--- config.mk ---
export PLATFORM = sky130hd
export DESIGN_NAME = riscv_bp_gshare
export DESIGN_NICKNAME = d
export VERILOG_FILES = /design/src/rtl/riscv_bp_pkg.sv /design/src/rtl/rl_ram_1r1w.sv /design/src/rtl/riscv_bp_gshare.sv
export SDC_FILE = /design/constraint.sdc
export NUM_CORES = 2
export LEC_CHECK = 0
export CORE_UTILIZATION = 40
export CTS_BUF_LIST = sky130_fd_sc_hd__clkbuf_8
export DETAILED_ROUTE_END_ITERATION = 8
export SETUP_SLACK_MARGIN = 0.02
export SYNTH_ARGS = -nofsm -noshare
export SYNTH_HDL_FRONTEND = slang
export SYNTH_SLANG_ARGS = --single-unit
--- constraint.sdc ---
create_clock -name clk_i -period 84.9 [get_ports clk_i]
set_clock_uncertainty 0.1 [all_clocks]
set_input_delay 21.225 -clock clk_i [delete_from_list [all_inputs] [get_ports clk_i]]
set_output_delay 21.225 -clock clk_i [all_outputs]
set_load 0.05 [all_outputs]
--- src/rtl/riscv_bp_pkg.sv ---
// Shared types and helpers for the gshare branch predictor.
package riscv_bp_pkg;

  typedef enum logic {
    ST_INIT = 1'b0,
    ST_RUN  = 1'b1
  } bp_state_e;

  // Saturating up/down step for a counter of cnt_bits width (2..4), carried in 4 bits.
  function automatic logic [3:0] sat_update(input logic [3:0] cnt, input logic taken,
                                            input int unsigned cnt_bits);
    logic [3:0] top;
    top = 4'((1 << cnt_bits) - 1);
    if (taken) return (cnt >= top) ? top : cnt + 4'd1;
    else       return (cnt == 4'd0) ? 4'd0 : cnt - 4'd1;
  endfunction

endpackage

--- src/rtl/rl_ram_1r1w.sv ---
// Simple dual-port RAM: one write port, one registered read port (read-first on collision).
module rl_ram_1r1w #(
  parameter int unsigned ABITS = 10,
  parameter int unsigned DBITS = 2
) (
  input  logic             clk_i,
  input  logic             we_i,
  input  logic [ABITS-1:0] waddr_i,
  input  logic [DBITS-1:0] wdata_i,
  input  logic [ABITS-1:0] raddr_i,
  output logic [DBITS-1:0] rdata_o
);

  logic [DBITS-1:0] mem_reg [2**ABITS];

  always_ff @(posedge clk_i) begin
    if (we_i) mem_reg[waddr_i] <= wdata_i;
    rdata_o <= mem_reg[raddr_i];
  end

endmodule

--- src/rtl/riscv_bp_gshare.sv ---
// Gshare direction predictor: PC xor global history indexes a table of saturating counters.
// Optional same-cycle write-to-read forwarding is enabled by defining RISCV_BP_BYPASS_EN.
module riscv_bp_gshare
  import riscv_bp_pkg::*;
#(
  parameter int unsigned     XLEN     = 32,
  parameter logic [XLEN-1:0] PC_INIT  = 'h200,
  parameter int unsigned     IDX_BITS = 10,
  parameter int unsigned     IDX_LSB  = 2,
  parameter int unsigned     GHR_BITS = 8,
  parameter int unsigned     CNT_BITS = 2
) (
  input  logic                clk_i,
  input  logic                rst_ni,
  input  logic                id_stall_i,
  input  logic [XLEN-1:0]     if_parcel_pc_i,
  input  logic                if_branch_i,
  output logic                bp_ready_o,
  output logic                bp_taken_o,
  output logic [CNT_BITS-1:0] bp_counter_o,
  output logic [GHR_BITS-1:0] bp_history_o,
  input  logic [XLEN-1:0]     ex_pc_i,
  input  logic [GHR_BITS-1:0] bu_bp_history_i,
  input  logic [CNT_BITS-1:0] bu_bp_counter_i,
  input  logic                bu_bp_btaken_i,
  input  logic                bu_bp_update_i,
  input  logic                bu_bp_mispredict_i
);

  localparam int unsigned DEPTH = 2**IDX_BITS;
  localparam logic [CNT_BITS-1:0] CNT_WNT = CNT_BITS'((1 << (CNT_BITS - 1)) - 1);

  bp_state_e           state_reg;
  logic [IDX_BITS-1:0] init_idx_reg;
  logic [XLEN-1:0]     pc_hold_reg;
  logic [GHR_BITS-1:0] ghr_reg, ghr_next, ghr_hold_reg, hist_out_reg;
  logic                rd_ok_reg;

  logic [XLEN-1:0]     pc_sel;
  logic [GHR_BITS-1:0] ghr_sel, ghr_shift, ghr_repair;
  logic [IDX_BITS-1:0] rd_idx, wr_idx, ram_waddr;
  logic [CNT_BITS-1:0] cnt_new, ram_wdata, ram_rdata, cnt_rd;
  logic                upd_en, ram_we;
  logic                pc_unused;

  // Only the index slice of the PCs matters to the table.
  assign pc_unused = ^{ex_pc_i, pc_hold_reg};

  assign pc_sel  = id_stall_i ? pc_hold_reg  : if_parcel_pc_i;
  assign ghr_sel = id_stall_i ? ghr_hold_reg : ghr_reg;
  assign rd_idx  = pc_sel[IDX_LSB +: IDX_BITS] ^ IDX_BITS'(ghr_sel);
  assign wr_idx  = ex_pc_i[IDX_LSB +: IDX_BITS] ^ IDX_BITS'(bu_bp_history_i);

  assign upd_en  = (state_reg == ST_RUN) && bu_bp_update_i;
  assign cnt_new = CNT_BITS'(sat_update(4'(bu_bp_counter_i), bu_bp_btaken_i, CNT_BITS));

  if (GHR_BITS == 1) begin : g_ghr_one
    assign ghr_shift  = bp_taken_o;
    assign ghr_repair = bu_bp_btaken_i;
  end else begin : g_ghr_multi
    assign ghr_shift  = {ghr_reg[GHR_BITS-2:0], bp_taken_o};
    assign ghr_repair = {bu_bp_history_i[GHR_BITS-2:0], bu_bp_btaken_i};
  end

  // Repair from execute overrides the speculative shift from fetch.
  always_comb begin
    ghr_next = ghr_reg;
    if (state_reg == ST_RUN) begin
      if (bu_bp_mispredict_i)              ghr_next = ghr_repair;
      else if (if_branch_i && !id_stall_i) ghr_next = ghr_shift;
    end
  end

  always_comb begin
    ram_we    = upd_en;
    ram_waddr = wr_idx;
    ram_wdata = cnt_new;
    if (state_reg == ST_INIT) begin
      ram_we    = 1'b1;
      ram_waddr = init_idx_reg;
      ram_wdata = CNT_WNT;
    end
  end

  rl_ram_1r1w #(
    .ABITS(IDX_BITS),
    .DBITS(CNT_BITS)
  ) u_table (
    .clk_i  (clk_i),
    .we_i   (ram_we),
    .waddr_i(ram_waddr),
    .wdata_i(ram_wdata),
    .raddr_i(rd_idx),
    .rdata_o(ram_rdata)
  );

  always_ff @(posedge clk_i or negedge rst_ni) begin
    if (!rst_ni) begin
      state_reg    <= ST_INIT;
      init_idx_reg <= '0;
      ghr_reg      <= '0;
      ghr_hold_reg <= '0;
      pc_hold_reg  <= PC_INIT;
      hist_out_reg <= '0;
      rd_ok_reg    <= 1'b0;
    end else begin
      ghr_reg      <= ghr_next;
      rd_ok_reg    <= (state_reg == ST_RUN);
      hist_out_reg <= (state_reg == ST_RUN) ? ghr_sel : '0;
      if (!id_stall_i) begin
        pc_hold_reg  <= if_parcel_pc_i;
        ghr_hold_reg <= ghr_reg;
      end
      case (state_reg)
        ST_INIT: begin
          init_idx_reg <= init_idx_reg + 1'b1;
          if (init_idx_reg == IDX_BITS'(DEPTH - 1)) state_reg <= ST_RUN;
        end
        default: state_reg <= ST_RUN;
      endcase
    end
  end

`ifdef RISCV_BP_BYPASS_EN
  logic                byp_hit_reg;
  logic [CNT_BITS-1:0] byp_cnt_reg;

  always_ff @(posedge clk_i or negedge rst_ni) begin
    if (!rst_ni) begin
      byp_hit_reg <= 1'b0;
      byp_cnt_reg <= '0;
    end else begin
      byp_hit_reg <= upd_en && (wr_idx == rd_idx);
      byp_cnt_reg <= cnt_new;
    end
  end

  assign cnt_rd = byp_hit_reg ? byp_cnt_reg : ram_rdata;
`else
  assign cnt_rd = ram_rdata;
`endif

  assign bp_ready_o   = (state_reg == ST_RUN);
  assign bp_counter_o = rd_ok_reg ? cnt_rd : '0;
  assign bp_taken_o   = bp_counter_o[CNT_BITS-1];
  assign bp_history_o = hist_out_reg;

endmodule

==> metrics.csv <==
stage,metric,value,unit
setup_path,Critical R2R Launch,ghr_reg[1]$_DFFE_PN0P_,
place,routability cong.,0.910,
pwr,PwrDens,21.6,nW/µm²
timing,period utilization,32.0,%
grt,Tot GR Track Use,26.4,%
yosys,average cell area after synthesis,12.3,µm²
grt,gr ovfl total,0,
route,post-DR vias/cell,5.94,
layout,max reg flops,2048,
layout,FF+latch area,62700,µm²
timing,setup slack after layout,57.73,ns
place,"worst slack, placed",57.03,ns
route,number of nets with antenna violations after routing,0,
setup_path,Crit path max-delay family,buffers and inverters,
floorplan,row count,171,
clock_tree,Clock Sinks,2096,
timing,Tmin final,27.17,ns
yosys,mux contribution to synthesized area,4.16,%
layout,fin nets,7287,
yosys,Area contributors post-synth,"edfxtp_1 70%, nand2_1 7.3%, nor2_1 4.7%, nand3_1 3.7%, mux2i_1 2.1%",
grt,first-pass GRT wire length,420000,µm
place,port bufs,48,
pwr,total leakage power,32.7,nW
route,Routed WL per cell,28.9,µm
clock_tree,Post-CTS Setup Repair Bufs,0,
yosys,largest family of logic cells by synthesized area,simple AND/OR/NAND/NOR gates,
yosys,post-synth top area share,70.1,%
outcome,status,completed,
setup_path,most frequent CP cell,buf_4,
setup_path,crit path buf inv count,5,
clock_tree,hold_buf cts,0,
route,Total Wirelength,298000,µm
clock_tree,clk slew on worst S/H paths,0.06,ns
min_path,Hold EP,init_idx_reg[7]$_DFFE_PN0N_,
setup_path,flop2flop setup slack,77.86,ns
timing,Worst Tran Pin Value,1.45,ns
floorplan,I/O pin total,93,
timing,f_max,0.0368,GHz
yosys,adder-cell share of the synthesized area,0.0143,%
yosys,Post-Synth XOR/XNOR Area,0.372,%
yosys,Post-synth top cells,"2048 x edfxtp_1, 1705 x nand2_1, 1093 x nor2_1",
layout,area occupied by multi-input gates,22900,µm²
place,post-detail-place hpwl,167000,µm
grt,initial antenna violation count,15,
pwr,peak supply drop,0.0176,mV
yosys,"count leader, synth",edfxtp_1,
setup_path,WS Path Type,in -> reg,
timing,"Slew Viols, Final",0,
yosys,"EDFF count, synth",2048,
clock_tree,CTS tree,done,
yosys,Post-Syn Instances,7147,
layout,fraction of layout cells with a size suffix above 1,10.1,%
route,initial drt markers,9872,
yosys,Unique masters post-synth,68,
timing,Hold Fails Final Rpt,0,
floorplan,Starting Density,40.3,%
clock_tree,CTS resizes,0,
floorplan,Die Height,470,µm
floorplan,Die Wd,470,µm
setup_path,Crit path arrival time,27.93,ns
clock_tree,Max Buffers Root-to-Sink,4,
run,max cap viols,0,
clock_tree,Root Buffer Master,clkbuf_8,
layout,post-route insts no fill,10326,
timing,Hold Slack,0.386,ns
yosys,Synth Area in Compound Gates,3.99,%
setup_path,CP peak stage delay,0.97,ns
route,vias post-DR,61363,
timing,Slew headroom,2.48,%
floorplan,die area,221000,µm²
yosys,"Top FF cell, synth",edfxtp_1,
place,Inst Count DP,9706,
yosys,Post-Synthesis Cell Area,87800,µm²
setup_path,WP data required,85.67,ns
yosys,total number of yosys warnings,0,
layout,Filler Cell Count,19918,
route,DRC errors left,0,
pwr,PnR Total Power,2.11,mW
setup_path,Worst Setup Start Kind,input pin,
setup_path,crit-path cells,clkdlybuf4s50_1 > xnor2_1 > mux2_8 > buf_4 > buf_4 > buf_12 > buf_4 > mux2i_1 > o22ai_1 > o31ai_1 > o211ai_1 > nor4_1 > a41oi_1 > o311ai_1,
yosys,register area share after synthesis,71.4,%
min_path,worst hold path class,reg -> reg,
grt,pin count of the biggest net entering global routing,241,
grt,vias in the first global route,58513,
yosys,Post-Syn Nets,7229,
clock_tree,CTS Buf Count,351,
min_path,hold path start,init_idx_reg[7]$_DFFE_PN0N_,
setup_path,R2R Path End,u_table.rdata_o[1]$_DFF_P_,
yosys,cell taking the most area after synthesis,edfxtp_1,
yosys,register bit total from synthesis,2096,
clock_tree,clk_lat worst skew,1.07,ns
setup_path,largest fanout on the critical path,111,
route,drt pass-1 iters,6,
setup_path,reg2reg path depth,13,
setup_path,CP Capture Type,flip-flop,
timing,Setup Viol. Count Final,0,
clock_tree,H-tree depth,5,
yosys,Synth async-reset ratio,2.19,%
floorplan,Core Box Area,218000,µm²
setup_path,Slowest cell on crit path,o31ai_1,
min_path,worst hold stages,1,
yosys,simple-gate share of the synthesized area,17.2,%
timing,Setup TNS,0,ns
layout,Layout area overhead,10.9,%
timing,RSZ-0062 raised after global routing,false,
cell type report:
type | instances | share of cell area, %
clock inverter | 250 | 1.20
tap | 2854 | 3.67
inverter | 4 | 0.0154
sequential | 2096 | 64.4
timing repair buffer | 240 | 2.11
clock buffer | 358 | 5.06
antenna | 12 | 0.0308
multi-input combinational | 4512 | 23.5
cell families (layout without fill, tap and decap cells):
kind of cell,count (synthesis),in the layout
AO/OA/AOI/OAI,538,538
XOR/XNOR,33,33
adder cells (fa/ha/maj),1,1
buffers and inverters,539,852
flip-flops,2096,2096
multiplexers,278,278
other,0,12
AND/OR/NAND/NOR,3662,3662
per-layer routing:
layer  up-vias  track usage (%)  wire [µm]
li1      25857                -          -
met1     30873             35.5     114000
met2      3901             39.9     133000
met3       726             6.47      35700
met4         6             12.8      15100
met5         -                0         32
where the power goes:
group / internal, mW / switching, mW / total [mW]
Combinational: 0.0426 / 0.130 / 0.173
Sequential: 1.12 / 0.000386 / 1.12
Clock: 0.408 / 0.406 / 0.813
how the worst max path moves through the flow:
stage / from / to / slack [ns] / depth (start not counted)
2_1_floorplan: bu_bp_btaken_i / u_table.mem_reg[0][1]$_DFFE_PP_ / 14.27 / 2
3_3_place_gp: if_parcel_pc_i[2] / u_table.rdata_o[0]$_DFF_P_ / 57.10 / 14
3_5_place_dp: if_parcel_pc_i[3] / u_table.rdata_o[1]$_DFF_P_ / 57.03 / 14
4_1_cts: if_parcel_pc_i[3] / u_table.rdata_o[1]$_DFF_P_ / 58.14 / 14
5_1_grt: if_parcel_pc_i[2] / u_table.rdata_o[1]$_DFF_P_ / 57.74 / 14
6_report: if_parcel_pc_i[3] / u_table.rdata_o[1]$_DFF_P_ / 57.73 / 14
placed cells by master (no fill, tap or decap), types with 7 or more instances in the layout:
master,Yosys,layout
inv_1,4,123
o32ai_1,7,7
xnor2_1,28,28
nor3_1,24,19
nand2_2,0,36
and3_1,67,67
nand3_1,651,650
diode_2,0,12
nor4_1,51,48
buf_12,0,11
nand2_1,1705,1668
o31ai_1,9,8
nor2_1,1093,1082
clkbuf_8,0,358
clkinv_2,0,28
o22ai_1,26,26
o21ai_0,33,32
a22oi_1,7,7
and2_1,10,10
clkdlybuf4s50_1,0,46
dfrtp_1,45,45
a31oi_1,96,96
edfxtp_1,2048,2048
buf_4,32,181
mux2i_1,185,183
clkinv_1,0,90
mux4_2,65,65
a21o_1,8,8
mux2_2,25,23
o2111ai_1,14,14
nor2_4,0,8
a311oi_1,30,30
nand2b_1,11,11
nand4_1,32,32
a21oi_1,187,187
a32oi_1,52,52
a211oi_1,33,33
through the flow:
stage | utilization, % | cell area (µm²)
after floorplan | - | 87800
after global placement | 41.9 | 91200
after detailed placement | 41.9 | 91200
after CTS | 44.7 | 97300
after global routing | 44.7 | 97300
final | 44.7 | 97300
No activity file was read; power rests on OpenSTA's default activity.
